`src/rtl/vga_pixel_fetch.sv`:
```
// rtl/vga_pixel_fetch.sv - VGA pixel fetch: framebuffer read, test patterns, fixed-latency sync alignment
module vga_pixel_fetch #(
  parameter int RD_LAT = 1
) (
  input  logic        clk,
  input  logic        reset,
  input  logic        h_sync,
  input  logic        v_sync,
  input  logic        DE,
  input  logic [9:0]  x_pixel,
  input  logic [9:0]  y_pixel,
  input  logic [1:0]  mode,
  output logic [16:0] fb_addr,
  output logic        fb_re,
  input  logic [15:0] fb_rdata,
  output logic        vga_h_sync,
  output logic        vga_v_sync,
  output logic [3:0]  vga_r,
  output logic [3:0]  vga_g,
  output logic [3:0]  vga_b,
  output logic [7:0]  frame_cnt
);

  localparam logic [1:0] MODE_FB    = 2'b00;
  localparam logic [1:0] MODE_BARS  = 2'b01;
  localparam logic [1:0] MODE_CHECK = 2'b10;
  localparam logic [1:0] MODE_BLACK = 2'b11;

  localparam logic [11:0] COL_WHITE   = 12'hFFF;
  localparam logic [11:0] COL_YELLOW  = 12'hFF0;
  localparam logic [11:0] COL_CYAN    = 12'h0FF;
  localparam logic [11:0] COL_GREEN   = 12'h0F0;
  localparam logic [11:0] COL_MAGENTA = 12'hF0F;
  localparam logic [11:0] COL_RED     = 12'hF00;
  localparam logic [11:0] COL_BLUE    = 12'h00F;
  localparam logic [11:0] COL_BLACK   = 12'h000;

  // Source select latched once per frame so a mid-frame change never tears the image
  logic [1:0]  mode_q;
  logic        frame_start;
  logic [1:0]  mode_cur;

  // Framebuffer address generation (2x upscale of a 320x240 buffer)
  logic [16:0] y_half;
  logic [16:0] x_half;
  logic [16:0] addr_next;

  // Pattern generation at stage 0
  logic [11:0] bar_col;
  logic [11:0] checker_col;
  logic [11:0] pattern_col;
  logic        fb_sel;

  // Delay line matching the framebuffer read latency; index 0 is stage 0
  logic        de_pipe  [0:RD_LAT];
  logic        hs_pipe  [0:RD_LAT];
  logic        vs_pipe  [0:RD_LAT];
  logic        sel_pipe [0:RD_LAT];
  logic [11:0] col_pipe [0:RD_LAT];

  // Bits of the RGB565 word dropped when truncating to RGB444
  logic        unused_rdata_bits;

  assign frame_start = (x_pixel == 10'd0) && (y_pixel == 10'd0);

  // The first pixel of a frame already uses the newly selected source
  assign mode_cur = frame_start ? mode : mode_q;

  assign y_half    = {8'd0, y_pixel[9:1]};
  assign x_half    = {8'd0, x_pixel[9:1]};
  // y_half*320 built from two shifts to avoid a multiplier
  assign addr_next = (y_half << 8) + (y_half << 6) + x_half;

  assign unused_rdata_bits = &{1'b0, fb_rdata[11], fb_rdata[6], fb_rdata[5], fb_rdata[0]};

  // Eight 80-pixel colour bars across the visible width; anything beyond is black
  always_comb begin
    bar_col = COL_BLACK;
    if (x_pixel < 10'd80) begin
      bar_col = COL_WHITE;
    end else if (x_pixel < 10'd160) begin
      bar_col = COL_YELLOW;
    end else if (x_pixel < 10'd240) begin
      bar_col = COL_CYAN;
    end else if (x_pixel < 10'd320) begin
      bar_col = COL_GREEN;
    end else if (x_pixel < 10'd400) begin
      bar_col = COL_MAGENTA;
    end else if (x_pixel < 10'd480) begin
      bar_col = COL_RED;
    end else if (x_pixel < 10'd560) begin
      bar_col = COL_BLUE;
    end else begin
      bar_col = COL_BLACK;
    end
  end

  assign checker_col = (x_pixel[5] ^ y_pixel[5]) ? COL_WHITE : COL_BLACK;

  // Select the pattern colour for this pixel; framebuffer pixels are resolved at the output stage
  always_comb begin
    pattern_col = COL_BLACK;
    fb_sel      = 1'b0;
    case (mode_cur)
      MODE_FB:    fb_sel      = 1'b1;
      MODE_BARS:  pattern_col = bar_col;
      MODE_CHECK: pattern_col = checker_col;
      MODE_BLACK: pattern_col = COL_BLACK;
      default:    pattern_col = COL_BLACK;
    endcase
  end

  // Frame start bookkeeping: latch source select and count frames
  always_ff @(posedge clk) begin
    if (reset) begin
      mode_q    <= MODE_FB;
      frame_cnt <= 8'd0;
    end else if (frame_start) begin
      mode_q    <= mode;
      frame_cnt <= frame_cnt + 8'd1;
    end
  end

  // Framebuffer request: read enable follows DE, address holds during blanking
  always_ff @(posedge clk) begin
    if (reset) begin
      fb_re   <= 1'b0;
      fb_addr <= 17'd0;
    end else begin
      fb_re <= DE;
      if (DE) begin
        fb_addr <= addr_next;
      end
    end
  end

  // Stage 0 capture plus shift delay so sideband stays aligned with returning read data
  always_ff @(posedge clk) begin
    if (reset) begin
      for (int i = 0; i <= RD_LAT; i++) begin
        de_pipe[i]  <= 1'b0;
        hs_pipe[i]  <= 1'b1;
        vs_pipe[i]  <= 1'b1;
        sel_pipe[i] <= 1'b0;
        col_pipe[i] <= COL_BLACK;
      end
    end else begin
      de_pipe[0]  <= DE;
      hs_pipe[0]  <= h_sync;
      vs_pipe[0]  <= v_sync;
      sel_pipe[0] <= fb_sel;
      col_pipe[0] <= pattern_col;
      for (int i = 1; i <= RD_LAT; i++) begin
        de_pipe[i]  <= de_pipe[i-1];
        hs_pipe[i]  <= hs_pipe[i-1];
        vs_pipe[i]  <= vs_pipe[i-1];
        sel_pipe[i] <= sel_pipe[i-1];
        col_pipe[i] <= col_pipe[i-1];
      end
    end
  end

  // Output stage: blank outside the active area, otherwise framebuffer or pattern colour
  always_ff @(posedge clk) begin
    if (reset) begin
      vga_h_sync <= 1'b1;
      vga_v_sync <= 1'b1;
      vga_r      <= 4'd0;
      vga_g      <= 4'd0;
      vga_b      <= 4'd0;
    end else begin
      vga_h_sync <= hs_pipe[RD_LAT];
      vga_v_sync <= vs_pipe[RD_LAT];
      if (!de_pipe[RD_LAT]) begin
        vga_r <= 4'd0;
        vga_g <= 4'd0;
        vga_b <= 4'd0;
      end else if (sel_pipe[RD_LAT]) begin
        vga_r <= fb_rdata[15:12];
        vga_g <= fb_rdata[10:7];
        vga_b <= fb_rdata[4:1];
      end else begin
        vga_r <= col_pipe[RD_LAT][11:8];
        vga_g <= col_pipe[RD_LAT][7:4];
        vga_b <= col_pipe[RD_LAT][3:0];
      end
    end
  end

endmodule

```
`config.mk`:
```
export PLATFORM = sky130hd
export DESIGN_NAME = vga_pixel_fetch
export DESIGN_NICKNAME = d
export VERILOG_FILES = /design/src/rtl/vga_pixel_fetch.sv
export SDC_FILE = /design/constraint.sdc
export NUM_CORES = 1
export LEC_CHECK = 0
export CAP_MARGIN = 5
export CORE_UTILIZATION = 51
export CTS_CLUSTER_DIAMETER = 150
export DETAILED_ROUTE_END_ITERATION = 8
export GPL_TIMING_DRIVEN = 0
export PLACE_DENSITY = 0.86
export SETUP_SLACK_MARGIN = 0.4
export SKIP_LAST_GASP = 1
export SLEW_MARGIN = 15
export SYNTH_ARGS = -nofsm -noshare
export SYNTH_HDL_FRONTEND = slang
export SYNTH_SLANG_ARGS = --single-unit
```
`constraint.sdc`:
```
create_clock -name clk -period 3.5 [get_ports clk]
set_clock_uncertainty 0.1 [all_clocks]
set_input_delay 0.35 -clock clk [delete_from_list [all_inputs] [get_ports clk]]
set_output_delay 0.35 -clock clk [all_outputs]
set_load 0.005 [all_outputs]
```
==> run summary <==
Placed cell count: 456
IO buf count: 76
Worst Path Arrival: 3070 ps
Clock sinks: 55
Power Dens Cells: 348 mW/mm^2
Peak VDD IR: 210 uV
Clock slew seen by the registers of the worst setup and hold paths: 100 ps
Final Core Density: 72.6%
Slew HR: 58.8%
Max Fclk: 0.342 GHz
R2r setup slk: 1950 ps
WP data required: 3650 ps
Outcome: finished clean
Drt total wl: 6.78 mm
R2R Path Start: mode_q[0]
Share of cells above drive strength 1: 7.34%
Final Critical Period: 2920 ps
Post-synth EDFFs: 0
Antenna violations before repair: 0
First-pass GRT wire length: 11.6 mm
Setup TNS: 0 ps
Wire length per cell: 14.6 microns
Cell chain of the critical path: clkdlybuf4s50_1, or3_1, or4_4, buf_6, o21ai_1, and2_1, ha_1, nor2b_1, o311ai_0, a21oi_1
Final hold violations: 0
Synth unique cells: 52
CP Class: in -> reg
Nets@finish: 460
FP Rows: 26
Reg2Reg Depth: 6
Clk root buf: clkbuf_8
GRT Residual Overflow: 0
Initial drt markers: 150
Yosys warns: 0
CP max stage delay: 530 ps
Htree depth: 2
Leak: 1.47 nW
Crit path launch type: input port
Synthesized net count: 376
Max-cap violations: 0
Die Y: 75.9 microns
Final critical-path share of the clock period: 83.5%
Detailed placement HPWL: 5.23 mm
Routed via count: 2570
Commonest non-fill, non-tap cell in the layout: clkdlybuf4s50_1
Most frequent cells in the layout: 75 x clkdlybuf4s50_1, 55 x dfxtp_1, 30 x nand2_1, 29 x a21oi_1, 21 x ha_1
Clock latency on the worst-skew pair: 320 ps
Max-slew violations: 0
Synth Flop Type: dfxtp_1
TritonCTS Buffers: 5
CP top delay family: simple AND/OR/NAND/NOR gates
Hold Path End: vga_v_sync
Worst Path Buf+Inv: 2
Clock Tree Buf Depth: 2
Number of diodes: 0
Post-DRT Antenna Nets: 0
RD Place Congestion: 0.880
DRC: 0
Final Cell Area: 0.00375 sq mm
Fraction of registers with async set or reset after synthesis: 0%
Seq/Total Area, Yosys: 39.5%
Flops & latches, synth: 55
Pre-antenna DRT Iters: 5
Full die area: 0.00577 sq mm
Vias in the first global route: 2436
I/O pin count: 83
Largest net degree at the start of global routing: 20
Post-Place Cell Area: 0.00364 sq mm
Worst-path fanout max: 10
Setup-failing EPs final: 0
Initial Util: 53.9%
Core ar.: 0.00517 sq mm
Die Width: 75.9 microns
Cell Area, Synth: 0.00279 sq mm
Worst Min Path Start: vs_pipe[1]
Worst-Margin Slew: 618 ps
Syn Inst Count: 310
CP max-delay cell: clkdlybuf4s50_1
Hold Crit Depth: 1
GRT Total Usage: 24.7%
DR vias/cell: 5.53
Crit end category: flip-flop
Syn Area/Cell: 8.99 sq um
RSZ-0062 raised after global routing: true
Non-filler instance count after layout: 465
Synth-to-Final Area Change: 34.6%
Hold Crit Class: reg -> reg
CTS tree: done
Reg2reg end: col_pipe[0][3]
Final hold slack: 319 ps
-- per-layer routing --
layer / GRT usage [%] / wire, microns
met1: 30.6 / 2940
met2: 42.5 / 3240
met3: 5.42 / 497
met4: 7.69 / 100
met5: 0 / 0
-- synth_stat cells, drive strengths merged, types with 4 or more instances --
cell    number  area (sq um)
nor2b       13          81.3
mux2i        9          90.1
a211o        4          35.0
or4          4          33.8
nand2b       6          37.5
mux2         4          45.0
o211ai       4          30.0
clkbuf       7          26.3
nor3         4          20.0
or3          5          31.3
nand4        4          25.0
o21ai        9          45.0
inv         17          63.8
nand2       30           113
nor4         7          73.8
dfxtp       55          1100
nand3        9          45.0
ha          21           263
or2          8          50.1
nor2        18          67.6
a21oi       29           145
buf          5          27.5
-- cells by family (layout without fill, tap and decap cells) --
kind of cell	after synthesis	after routing	share of synthesized area (%)
simple gates	116	116	22.8
compound gates	70	70	16.4
flops	55	55	39.5
buf+inv	29	114	4.22
fa+ha+maj	24	24	11.2
mux	13	13	4.85
xor+xnor	3	3	0.943
-- worst max path at each step --
stage,endpoint,cells past startpoint,slack (ps),from
floorplan,col_pipe[0][3],9,1000,x_pixel[6]
global placement,col_pipe[0][3],10,230,x_pixel[6]
detailed placement,col_pipe[0][3],10,180,x_pixel[6]
CTS,col_pipe[0][3],10,480,x_pixel[6]
global route,col_pipe[0][3],10,360,x_pixel[8]
finish,col_pipe[0][3],10,580,x_pixel[7]
-- worst reg2reg max path: stages (launching register included) --
cell and delay, ps:
dfxtp_1 320, o21ai_0 110, and2_1 220, ha_1 230, a22oi_1 190, o221a_2 200
a21oi_1 50
-- where the power goes --
part	switching [mW]	internal, mW	total [mW]
clock	0.226	0.147	0.373
sequential	0.0114	0.650	0.661
combinational	0.131	0.140	0.271
total	0.369	0.937	1.31
-- flip-flops by register name (all words and copies together), names as in the netlist, 4 cells and up --
register / cells
vga_g: 4
fb_addr: 17
col_pipe: 6
frame_cnt: 8
vga_b: 4
vga_r: 4
-- stage by stage --
| stage | power, mW | setup WS, ps |
|---|---|---|
| finish | 1.31 | 579 |
| global route | 1.37 | 357 |
| CTS | 1.31 | 479 |
| detailed placement | 0.942 | 179 |
| global placement | 0.937 | 231 |
| floorplan | 0.814 | 1000 |
-- timing repair --
| item | CTS | global route |
|---|---|---|
| buffers inserted | 0 | 1 |
| setup endpoints to repair | 0 | 4 |
| hold buffers | 0 | 0 |
| resized for setup | 0 | 4 |
| hold endpoints to repair | 0 | 0 |
-- cell type report --
cell class	instances	area (sq um)
flip-flops and latches	55	1100
well taps	70	87.6
clock inverters	3	27.5
multi-input cells	226	1580
inverters	17	63.8
clock buffers	5	68.8
plain buffers	12	53.8
fillers	410	1420
repair buffers	77	771
(Power assumes the default switching activity.)
==> variant 1: new RTL, same flow settings <==
Put one more register stage on the output `vga_v_sync`, without a reset. The value now appears one clock later. The other outputs are not delayed to match.
--- a/src/rtl/vga_pixel_fetch.sv
+++ b/src/rtl/vga_pixel_fetch.sv
@@ -34,6 +34,8 @@
   localparam logic [11:0] COL_RED     = 12'hF00;
   localparam logic [11:0] COL_BLUE    = 12'h00F;
   localparam logic [11:0] COL_BLACK   = 12'h000;
+
+  logic vga_v_sync_s0;
 
   // Source select latched once per frame so a mid-frame change never tears the image
   logic [1:0]  mode_q;
@@ -164,13 +166,13 @@
   always_ff @(posedge clk) begin
     if (reset) begin
       vga_h_sync <= 1'b1;
-      vga_v_sync <= 1'b1;
+      vga_v_sync_s0 <= 1'b1;
       vga_r      <= 4'd0;
       vga_g      <= 4'd0;
       vga_b      <= 4'd0;
     end else begin
       vga_h_sync <= hs_pipe[RD_LAT];
-      vga_v_sync <= vs_pipe[RD_LAT];
+      vga_v_sync_s0 <= vs_pipe[RD_LAT];
       if (!de_pipe[RD_LAT]) begin
         vga_r <= 4'd0;
         vga_g <= 4'd0;
@@ -187,5 +189,9 @@
     end
   end
 
+  always_ff @(posedge clk) begin
+    vga_v_sync <= vga_v_sync_s0;
+  end
+
 endmodule
 
Check against the original RTL: not equivalent (Yosys sat finds a counterexample within 4 cycles, from zero or initial values and one cycle with reset high).
==> variant 1 against the original RTL <==
Worst setup slack worse by 0.0072 ns. Clock power increased by 1%. Wire length down 1.8%. Cell area stayed put. Critical path depth decreased by 1. Power grew 0.97%. Area after synthesis grew 0.72%. Highest routed layer unchanged. Sequential cell count rose by 1. Global-route usage fell by 0.99 points.
==> variant 1: results (changes against the original RTL) <==
Layout
  – Fraction of layout cells with a size suffix above 1: 6.84% (-0.51 points)
  – Fin area: 0.00375 mm^2 (unchanged)

Global route
  – Vias in the first global route: 2468 (+1.3%)

Yosys
  – Synth top area cells: dfxtp_1 40%, ha_1 9.4%, a21oi_1 5.2%, nand2_1 4.0%, mux2i_1 3.2%
  – Mux contribution to synthesized area: 4.81% (-0.035 points)
  – Compound-Gate Fraction of Synth Area: 16.3% (-0.12 points)
  – Net Count, Synth: 377 (+0.27%)
  – Synth top cells by count: 56 x dfxtp_1, 30 x nand2_1, 29 x a21oi_1
  – Sequential area share after synthesis: 39.9% (+0.43 points)

Placed design
  – GPL Wtd Cong: 0.874 (-0.72%)
  – Post-placement cell area: 0.00366 mm^2 (+0.55%)
  – Place WS: 0.222 ns (+0.0427 ns)
  – Detail Placement HPWL: 5060 um (-3.2%)

Power
  – Peak supply drop: 311 uV (+48%)
  – Sw power: 0.371 mW (+0.66%)
  – Seq pwr: 0.673 mW (+2%)

Routing
  – Initial drt markers: 85 (-43%)
  – Pre-antenna DRT Iters: 4 (-1)
  – Via count: 2559 (-0.43%)
  – Wire per inst: 14.3 um (-1.8%)

Worst setup path
  – Worst path top cell family by delay: compound AO/OA/AOI/OAI gates
  – Crit path max fanout: 4 (-6)
  – Critical path's largest stage delay: 0.59 ns (+0.06 ns)

Timing
  – Relative slew slack: 56.0% (-2.8 points)

Outcome
  – Status: completed
[variant 1: layer usage]
layer  track usage [%]  part of all wire, %  up-vias
met4              8.27                  1.7        0
li1                  -                    -     1278
met1              29.3                   44     1180
met5                 0                    0        -
met3              5.75                  6.4       11
met2              40.1                   47       90
[variant 1: what timing repair did]
item	4_1_cts	5_1_grt
endpoints found under the setup margin	0	3
endpoints found under the hold margin	0	0
resized for setup	0	4
[variant 1: worst paths after layout]
path | start | end | slack (ns)
max reg2reg | frame_cnt[0] | frame_cnt[2] | 1.96
min | vga_v_sync_s0 | vga_v_sync | 0.24
min reg2reg | vga_v_sync_s0 | vga_v_sync | 0.24
max | x_pixel[9] | fb_addr[12] | 0.57
[variant 1: final cells by class]
type                    instances  area (um^2)  area share (%)
multi-input cells             226         1570            41.8
flip-flops and latches         56         1120            29.9
repair buffers                 76          761            20.3
well taps                      70         87.6            2.33
clock buffers                   5         68.8            1.83
inverters                      17         63.8            1.70
plain buffers                  12         55.1            1.47
clock inverters                 3         27.5           0.733
==> variant 2: new RTL, same flow settings <==
Without the edit above. Set the parameter `RD_LAT` to 2 (it was 1).
--- a/src/rtl/vga_pixel_fetch.sv
+++ b/src/rtl/vga_pixel_fetch.sv
@@ -1,6 +1,6 @@
 // rtl/vga_pixel_fetch.sv - VGA pixel fetch: framebuffer read, test patterns, fixed-latency sync alignment
 module vga_pixel_fetch #(
-  parameter int RD_LAT = 1
+  parameter int RD_LAT = 2
 ) (
   input  logic        clk,
   input  logic        reset,
Check against the original RTL: not equivalent (a bounded check fails within 4 cycles, from zero or initial values and one cycle with reset high).
==> variant 2 against the original RTL <==
Critical path type unchanged. Die area is 3.6% higher. Power is 19% higher. Wire length is 8.0% lower. Worst hold slack worse by 0.086 ns. Worst setup slack better by 0.025 ns. Sequential cell count is 7 higher. First-iteration DRC count is 24% lower. Cell area is 4.1% higher. Area after synthesis is 3.7% higher.
==> variant 2: results (changes against the original RTL) <==
Placed design
  – # port buffers: 75 (-1.3%)
  – Post-placement cell area: 0.00373 mm^2 (+2.6%)
  – Place WS: 0.275 ns (+0.0965 ns)
  – Detail Placement HPWL: 4680 um (-11%)
  – GPL Wtd Cong: 0.882 (+0.18%)

Global route
  – Routing usage on met3: 6.79% (+1.4 points)
  – First-pass GRT wire length: 10500 um (-9.1%)
  – M1 GR Usage: 26.1% (-4.5 points)
  – Largest net degree at the start of global routing: 13 (-35%)
  – GRT Overall Usage: 22.6% (-2.1 points)
  – Met2 usage: 38.1% (-4.3 points)
  – Vias in the first global route: 2276 (-6.6%)

Worst setup path
  – Worst path top cell family by delay: simple AND/OR/NAND/NOR gates
  – CP arrival: 3.01 ns (-0.06 ns)
  – Crit path max fanout: 8 (-2)
  – Critical path's largest stage delay: 0.47 ns (-0.06 ns)

Yosys
  – Ys Warns: 0 (unchanged)
  – Synth top area cells: dfxtp_1 43%, ha_1 9.1%, mux2i_1 4.8%, nor2_1 4.0%, a21oi_1 3.8%
  – Cell variety after synth: 48 (-7.7%)
  – Sequential area share after synthesis: 42.9% (+3.4 points)
  – Synth top cells by count: 62 x dfxtp_1, 31 x nor2_1, 24 x nand2_1
  – Net Count, Synth: 367 (-2.4%)

Timing
  – Relative slew slack: 53.7% (-5.1 points)

Layout
  – Nets: 453 (-1.5%)
  – Top Registers: fb_addr (17), col_pipe (9), frame_cnt (8)
  – Antenna diode count: 0 (unchanged)
  – Fraction of layout cells with a size suffix above 1: 9.69% (+2.4 points)

Power
  – P_leak: 1.50 nW (+2.0%)
  – Peak supply drop: 296 uV (+41%)
  – Switching power share of the total: 27.2% (-1.0 points)

Clock network
  – H-tree Lvls: 3 (+1)
  – TritonCTS buffer count: 9 (+4)
  – Clock transition at path regs: 0.07 ns (-0.03 ns)

Routing
  – Wire per inst: 13.4 um (-7.8%)
  – Pre-antenna DRT Iters: 4 (-1)
  – DR vias/cell: 5.15 (-6.8%)
  – Initial drt markers: 114 (-24%)

Outcome
  – Status: completed

Min path
  – Hold crit path type: input pin to register
[variant 2: power groups by stage]
stage               logic [mW]  clock network, mW  registers [mW]
CTS                      0.264              0.560           0.742
finish                   0.264              0.544           0.742
global route             0.289              0.601           0.745
global placement         0.252                  0           0.758
detailed placement       0.261                  0           0.758
floorplan                0.136                  0           0.759
[variant 2: worst min-delay path, stage by stage]
cell and delay [ns]:
buf_6 0.12, mux2i_1 0.08, nor2_1 0.07
[variant 2: cells by family (layout without fill, tap and decap cells)]
logic type                 Yosys count  in the layout  share of synthesized area [%]
and+or+nand+nor                    114            114                           23.6
xor gates and xnor gates            12             12                           3.63
DFF                                 62             62                           42.9
AOI/OAI and AO/OA                   48             48                           10.4
muxes                               14             14                           4.85
buffers and inverters               27            118                           3.76
adders and majority gates           24             24                           10.8
[variant 2: metrics by stage]
step / hold WS (ns) / total power, mW / instances
after floorplan: 0.289 / 0.895 / 301
after global placement: 0.292 / 1.01 / 448
after detailed placement: 0.294 / 1.02 / 448
after CTS: 0.216 / 1.57 / 464
after global routing: 0.263 / 1.64 / 464
final: 0.233 / 1.55 / 464
[variant 2: path summary, 6_finish.rpt]
kind | startpoint | endpoint | slack (ns) | depth (start not counted)
worst max-delay path | y_pixel[2] | col_pipe[0][3] | 0.60 | 11
worst min-delay path | x_pixel[5] | fb_addr[4] | 0.23 | 3
worst max register to register | mode_q[1] | col_pipe[0][3] | 1.77 | 7
worst min register to register | hs_pipe[0] | hs_pipe[1] | 0.31 | 1
[variant 2: metal layers]
| layer | vias up | wire length [um] |
|---|---|---|
| met3 | 10 | 344 |
| li1 | 1207 | - |
| met2 | 81 | 3040 |
| met1 | 1092 | 2770 |
| met4 | 0 | 82 |
| met5 | - | 0 |
[variant 2: layout make-up]
type,count,area (um^2)
clock inverter,7,51.3
tap,72,90.1
inverter,15,56.3
fill,442,1570
clock buffer,9,124
buffer,12,52.6
timing repair buffer,75,751
multi-input combinational,212,1540
sequential,62,1240
